`src/rtl/conv1d_pkg.sv`:
```
// Shared types and helpers for the streaming 1-D convolution layer:
// FSM state encoding, accumulator sizing and output saturation.
package conv1d_pkg;

  typedef enum logic [1:0] {
    LOAD_F  = 2'd0,
    LOAD_X  = 2'd1,
    COMPUTE = 2'd2,
    DRAIN   = 2'd3
  } state_e;

  // Saturation works on a fixed wide container so one function serves any lane width.
  localparam int SAT_W = 64;

  // Sum of LENF full-precision products needs clog2(LENF) guard bits (at least one).
  function automatic int acc_w(input int width, input int lenf);
    int guard;
    guard = $clog2(lenf);
    if (guard < 1) guard = 1;
    return 2 * width + guard;
  endfunction

  function automatic logic signed [SAT_W-1:0] sat(input logic signed [SAT_W-1:0] acc,
                                                  input int width);
    logic signed [SAT_W-1:0] hi;
    logic signed [SAT_W-1:0] lo;
    hi = (64'sd1 <<< (width - 1)) - 64'sd1;
    lo = -hi - 64'sd1;
    if (acc > hi) return hi;
    if (acc < lo) return lo;
    return acc;
  endfunction

endpackage

```
`src/rtl/conv1d_mac_lane.sv`:
```
// One MAC lane: signed multiply, clearable accumulator and saturating output register.
// With RELU_EN defined, negative saturated results are replaced by zero in the same register.
module conv1d_mac_lane
  import conv1d_pkg::*;
#(
  parameter int WIDTH = 16,
  parameter int LENF  = 9
) (
  input  logic                    clk,
  input  logic                    reset,
  input  logic                    clr,
  input  logic                    en,
  input  logic                    ld,
  input  logic signed [WIDTH-1:0] x_in,
  input  logic signed [WIDTH-1:0] f_in,
  output logic signed [WIDTH-1:0] res_out
);

  localparam int ACC_W = acc_w(WIDTH, LENF);

  logic signed [2*WIDTH-1:0] x_ext;
  logic signed [2*WIDTH-1:0] f_ext;
  logic signed [2*WIDTH-1:0] prod;
  logic signed [ACC_W-1:0]   acc_d;
  logic signed [ACC_W-1:0]   acc_q;
  logic signed [SAT_W-1:0]   acc_ext;
  logic signed [SAT_W-1:0]   acc_sat;
  logic signed [WIDTH-1:0]   res_d;
  logic signed [WIDTH-1:0]   res_q;

  always_comb begin
    x_ext   = {{WIDTH{x_in[WIDTH-1]}}, x_in};
    f_ext   = {{WIDTH{f_in[WIDTH-1]}}, f_in};
    prod    = x_ext * f_ext;
    acc_d   = acc_q;
    if (clr) begin
      acc_d = '0;
    end else if (en) begin
      acc_d = acc_q + {{(ACC_W-2*WIDTH){prod[2*WIDTH-1]}}, prod};
    end
    acc_ext = {{(SAT_W-ACC_W){acc_q[ACC_W-1]}}, acc_q};
    acc_sat = sat(acc_ext, WIDTH);
    res_d   = res_q;
    if (ld) begin
      res_d = acc_sat[WIDTH-1:0];
`ifdef RELU_EN
      if (acc_sat[SAT_W-1]) res_d = '0;
`endif
    end
  end

  // ---- accumulate stage / output register stage ----
  always_ff @(posedge clk or posedge reset) begin
    if (reset) begin
      acc_q <= '0;
      res_q <= '0;
    end else begin
      acc_q <= acc_d;
      res_q <= res_d;
    end
  end

  assign res_out = res_q;

endmodule

```
`src/rtl/conv1d_stream_layer.sv`:
```
// Streaming 1-D convolution layer: runtime-loaded filter, P parallel MAC lanes,
// saturating output, optional ReLU when RELU_EN is defined.
module conv1d_stream_layer
  import conv1d_pkg::*;
#(
  parameter int WIDTH = 16,
  parameter int LENX  = 32,
  parameter int LENF  = 9,
  parameter int P     = 3
) (
  input  logic             clk,
  input  logic             reset,
  input  logic [WIDTH-1:0] s_data_in_f,
  input  logic             s_valid_f,
  output logic             s_ready_f,
  input  logic [WIDTH-1:0] s_data_in_x,
  input  logic             s_valid_x,
  output logic             s_ready_x,
  output logic [WIDTH-1:0] m_data_out_y,
  output logic             m_valid_y,
  input  logic             m_ready_y
);

  localparam int SIZE  = LENX - LENF + 1;
  localparam int ADDRX = $clog2(LENX);
  localparam int ADDRF = $clog2(LENF);
  localparam int FA    = (ADDRF < 1) ? 1 : ADDRF;
  localparam int XA    = (ADDRX < 1) ? 1 : ADDRX;
  // Lane addresses of a partial last group run past the vector end; two spare bits cover that.
  localparam int KA    = XA + 2;
  localparam int CW    = $clog2(LENF + 2);
  localparam int PW    = (P > 1) ? $clog2(P) : 1;

  state_e         state_q, state_d;
  logic [FA-1:0]  f_cnt_q, f_cnt_d;
  logic [XA-1:0]  x_cnt_q, x_cnt_d;
  logic [CW-1:0]  cyc_q, cyc_d;
  logic [KA-1:0]  k0_q, k0_d;
  logic [PW-1:0]  dj_q, dj_d;
  logic           rd_vld_p1_q, rd_vld_p1_d;

  logic           f_fire, x_fire, y_fire;
  logic           rd_act, last_cyc, lane_clr;
  logic [KA-1:0]  k_cur;

  logic signed [WIDTH-1:0]    f_mem [LENF];
  logic signed [WIDTH-1:0]    f_rd_p1_q;
  logic [P-1:0][WIDTH-1:0]    lane_res;

  assign s_ready_f = (state_q == LOAD_F);
  assign s_ready_x = (state_q == LOAD_X);
  assign m_valid_y = (state_q == DRAIN);

  assign f_fire   = s_valid_f && s_ready_f;
  assign x_fire   = s_valid_x && s_ready_x;
  assign y_fire   = m_valid_y && m_ready_y;
  assign rd_act   = (state_q == COMPUTE) && (cyc_q < CW'(LENF));
  assign last_cyc = (state_q == COMPUTE) && (cyc_q == CW'(LENF + 1));
  assign lane_clr = (state_q == COMPUTE) && (cyc_q == '0);
  assign k_cur    = k0_q + KA'(dj_q);

  always_comb begin
    state_d     = state_q;
    f_cnt_d     = f_cnt_q;
    x_cnt_d     = x_cnt_q;
    cyc_d       = cyc_q;
    k0_d        = k0_q;
    dj_d        = dj_q;
    rd_vld_p1_d = rd_act;
    case (state_q)
      LOAD_F: begin
        if (f_fire) begin
          if (f_cnt_q == FA'(LENF - 1)) begin
            f_cnt_d = '0;
            state_d = LOAD_X;
          end else begin
            f_cnt_d = f_cnt_q + FA'(1);
          end
        end
      end
      LOAD_X: begin
        if (x_fire) begin
          if (x_cnt_q == XA'(LENX - 1)) begin
            x_cnt_d = '0;
            cyc_d   = '0;
            k0_d    = '0;
            state_d = COMPUTE;
          end else begin
            x_cnt_d = x_cnt_q + XA'(1);
          end
        end
      end
      COMPUTE: begin
        if (last_cyc) begin
          cyc_d   = '0;
          dj_d    = '0;
          state_d = DRAIN;
        end else begin
          cyc_d = cyc_q + CW'(1);
        end
      end
      DRAIN: begin
        // Lanes past the last valid output are never presented.
        if (y_fire) begin
          if (k_cur == KA'(SIZE - 1)) begin
            k0_d    = '0;
            dj_d    = '0;
            state_d = LOAD_X;
          end else if (dj_q == PW'(P - 1)) begin
            k0_d    = k0_q + KA'(P);
            dj_d    = '0;
            cyc_d   = '0;
            state_d = COMPUTE;
          end else begin
            dj_d = dj_q + PW'(1);
          end
        end
      end
      default: state_d = LOAD_F;
    endcase
  end

  always_ff @(posedge clk or posedge reset) begin
    if (reset) begin
      state_q     <= LOAD_F;
      f_cnt_q     <= '0;
      x_cnt_q     <= '0;
      cyc_q       <= '0;
      k0_q        <= '0;
      dj_q        <= '0;
      rd_vld_p1_q <= 1'b0;
    end else begin
      state_q     <= state_d;
      f_cnt_q     <= f_cnt_d;
      x_cnt_q     <= x_cnt_d;
      cyc_q       <= cyc_d;
      k0_q        <= k0_d;
      dj_q        <= dj_d;
      rd_vld_p1_q <= rd_vld_p1_d;
    end
  end

  always_ff @(posedge clk) begin
    if (f_fire) f_mem[f_cnt_q] <= s_data_in_f;
  end

  // ---- memory read stage (p1): one filter tap shared by all lanes ----
  always_ff @(posedge clk) begin
    if (rd_act) f_rd_p1_q <= f_mem[cyc_q[FA-1:0]];
  end

  for (genvar j = 0; j < P; j++) begin : g_lane
    logic signed [WIDTH-1:0] x_mem [LENX];
    logic signed [WIDTH-1:0] x_rd_p1_q;
    logic signed [WIDTH-1:0] res;
    logic [KA-1:0]           x_addr;

    assign x_addr = k0_q + KA'(j) + KA'(cyc_q);

    always_ff @(posedge clk) begin
      if (x_fire) x_mem[x_cnt_q] <= s_data_in_x;
    end

    always_ff @(posedge clk) begin
      if (rd_act) x_rd_p1_q <= (x_addr < KA'(LENX)) ? x_mem[x_addr[XA-1:0]] : '0;
    end

    conv1d_mac_lane #(
      .WIDTH (WIDTH),
      .LENF  (LENF)
    ) u_lane (
      .clk     (clk),
      .reset   (reset),
      .clr     (lane_clr),
      .en      (rd_vld_p1_q),
      .ld      (last_cyc),
      .x_in    (x_rd_p1_q),
      .f_in    (f_rd_p1_q),
      .res_out (res)
    );

    assign lane_res[j] = res;
  end

  assign m_data_out_y = m_valid_y ? lane_res[dj_q] : '0;

endmodule
```
`config.mk`:
```
export PLATFORM = sky130hd
export DESIGN_NAME = conv1d_stream_layer
export DESIGN_NICKNAME = d
export VERILOG_FILES = /design/src/rtl/conv1d_pkg.sv /design/src/rtl/conv1d_mac_lane.sv /design/src/rtl/conv1d_stream_layer.sv
export SDC_FILE = /design/constraint.sdc
export NUM_CORES = 2
export LEC_CHECK = 0
export ABC_AREA = 1
export CORE_UTILIZATION = 44
export DETAILED_ROUTE_END_ITERATION = 12
export SKIP_LAST_GASP = 1
export SYNTH_ARGS = -nofsm -noshare
export SYNTH_HDL_FRONTEND = slang
export SYNTH_HIERARCHICAL = 1
export SYNTH_SLANG_ARGS = --single-unit
export TNS_END_PERCENT = 30
```
`constraint.sdc`:
```
create_clock -name clk -period 6.4 [get_ports clk]
set_input_delay 0.64 -clock clk [delete_from_list [all_inputs] [get_ports clk]]
set_output_delay 0.64 -clock clk [all_outputs]
set_load 0.01 [all_outputs]
```
==> out/metrics.cfg <==
[outcome]
outcome = finished with violations
violations = negative setup slack

[clock_tree]
clk_pin_slew_ns = 0.06
insertion_delay_ns = 0.81
cts_hold_buf = 0
htreeDepth = 3
numCtsBuffers = 106
clock_tree.root_cell = clkbuf_16
clockBufferDepth = 3
clock-sinks = 901
cts_tree = done

[sta]
slew_viol_final = 0
rsz0062_at_grt = true
finalClockSkew_ns = 0.0946
hold_violations = 0
fin_crit_sh = 1.12
worst_pin_slew_ns = 1.35
finalCriticalPeriod_ns = 7.15
clock.fmax_ghz = 0.140
setup_viol = 79
fin_ws_ns = -0.752
slew_headroom = 0.100

[critical_path]
rrSetupSlack_ns = -0.75
r2r-start = f_rd_p1_q[3]
cp-endpoint = g_lane[2].u_lane/acc_q[35]
required_ns = 7.03
crit_arrival_ns = 7.78
critPathKind = reg2reg
worstRegToRegCells = 32
crit_path_end_kind = register
cp_max_fo = 8
crit_path_max_incr_delay_ns = 0.59
crit_path_frequent_cell = fa_1
cp_slowest_cell = fa_1
startpoint = f_rd_p1_q[3]
crit_path_start_kind = register
rr_endpoint = g_lane[2].u_lane/acc_q[35]

[grt]
antenna_found_initial = 9
grt_max_degree = 201
grt_usage = 0.290
grt-ovfl-total = 0
grt_pass1_vias = 75400
grt_pass1_wl_um = 432000

[detailed_routing]
remaining_drc_errors = 0
dr.pass1.iters = 8
postRouteAntennaNets = 0
met3_length_um = 21300
totalWireLength_um = 281000
met2WireLength_um = 131000
post_drt_wl_per_cell_um = 20.2
vias = 75100
m1WireLength_um = 116000
top_layer = met5
vias_per_cell = 5.39
drt_iter0_drc = 7023

[yosys]
yosys_warnings = 6
synth_edf_count = 720
syn_nets = 11800
synthXorXnorAreaFrac = 0.0108
ys.flop_type = edfxtp_1
syn_avg_cell_area_sq_um = 7.93
synthesis.area_sq_um = 84000
netlist_top_cells_count = nand2_1, inv_1, nand3_1, fa_1, nor2_1
post_synth_fa_ha_maj_area_fraction = 0.245
synth_top_family_by_area = simple AND/OR/NAND/NOR gates
yosysTopAreaCellShare = 0.257
synth_mux_area_frac = 0.000402
yosysTopAreaCell = edfxtp_1
synth_cell_types = 64
synthTopCellsByArea = edfxtp_1, fa_1, nand2_1
synthArstFlopShare = 0.201
yosys.area_share.simple = 0.250
synth_compound_area_frac = 0.0704
synth_cells = 10600
ys_ff_latch = 901
synth_most_common_cell = nand2_1
synth_seq_area_share = 0.311

[place]
place_inst = 13600
dp_hpwl_um = 200000
gp_congestion = 0.946
io_buffers = 55

[layout]
fin_nets = 12500
area_growth_syn_to_layout_pct = 23.3
fin_cells = 13900
drive_gt1_frac = 0.205

[hold_path]
hold_class = reg2reg
min_from = f_mem[8][7]
hold_path_depth = 2

[die]
core_region_area_sq_um = 190000
die-area_sq_um = 193000
die_h_um = 439
start_util = 0.442
fp-row-count = 160
fp.dieW_um = 439
ios = 56

[job]
max_cap_violations = 0

[worst min-delay path by stage]
stage	end	slack [ns]
6_report	f_rd_p1_q[7]	0.49
3_3_place_gp	g_lane[1].u_lane/res_out[12]	0.48
5_1_grt	f_rd_p1_q[7]	0.52
3_5_place_dp	g_lane[1].u_lane/res_out[12]	0.49
2_1_floorplan	g_lane[0].u_lane/res_out[11]	0.47
4_1_cts	f_rd_p1_q[7]	0.49
[layer usage]
metal / track usage / vias to the layer above
met5: 0 / -
li1: - / 35100
met3: 0.0446 / 644
met1: 0.384 / 36400
met4: 0.117 / 14
met2: 0.473 / 2890
[registers in the layout, indices dropped and copies added, names as in the netlist]
register	count
f_rd_p1_q	16
f_cnt_q	4
dj_q	2
g_lane.x_mem	512
x_cnt_q	5
cyc_q	4
rd_vld_p1_q	1
f_mem	144
g_lane.u_lane/res_out	48
state_q	2
k0_q	7
g_lane.u_lane/acc_q	108
g_lane.x_rd_p1_q	48
[per-stage QoR]
| step | setup slack, ns | TNS, ns | utilization | cell area [sq um] | hold slack [ns] |
|---|---|---|---|---|---|
| 6_report | -0.752 | -37.79 | 0.545 | 104000 | 0.490 |
| 5_1_grt | -1.05 | -61.05 | 0.545 | 104000 | 0.523 |
| 4_1_cts | -0.705 | -37.76 | 0.532 | 101000 | 0.486 |
| 3_5_place_dp | -1.01 | -53.84 | 0.495 | 94000 | 0.491 |
| 3_3_place_gp | -0.936 | -50.85 | 0.495 | 94000 | 0.483 |
| 2_1_floorplan | -0.251 | -4.63 | - | 84600 | 0.472 |
[layout by cell type, fill, tap and decap left out, types with 118 or more instances in the layout]
cell         n
o21ai_1    125
ha_1       255
inv_1     1731
a21oi_1    185
inv_2      143
nand3_1   1344
edfxtp_1   720
o21ai_0    372
fa_1       749
nand2_2    162
dfrtp_1    180
nand2_1   2377
nor2_1     623
ha_4       118
buf_4      952
[layout make-up]
class | instances | area, sq um
diodes | 2 | 5.00
inverters | 1887 | 7120
fillers | 17100 | 86400
flip-flops and latches | 901 | 26200
clock inverters | 51 | 604
multi-input cells | 7298 | 53900
clock buffers | 139 | 2820
well taps | 2511 | 3140
repair buffers | 1143 | 9860
[timing repair]
item	4_1_cts	5_1_grt
buffers inserted	95	59
pin swaps	307	406
resized for setup	626	571
setup endpoints to repair	80	80
gates cloned	3	0
[critical path, delay by kind of cell (launching register included)]
| family | cells | cell delay, ns |
|---|---|---|
| buffers and inverters | 8 | 0.88 |
| AND/OR/NAND/NOR | 14 | 1.54 |
| AO/OA/AOI/OAI | 2 | 0.32 |
| adder cells (fa/ha/maj) | 8 | 3.79 |
| flip-flops | 1 | 0.42 |
[cells by family after synthesis]
group,Yosys count
AO/OA/AOI/OAI,1055
XOR/XNOR,100
adder cells (fa/ha/maj),1171
buffers and inverters,2393
flip-flops,901
multiplexers,3
AND/OR/NAND/NOR,4969
Power is left out: the tool's default activity adds up to more than one toggle a clock period on the data nets, which glitch-free logic cannot reach.
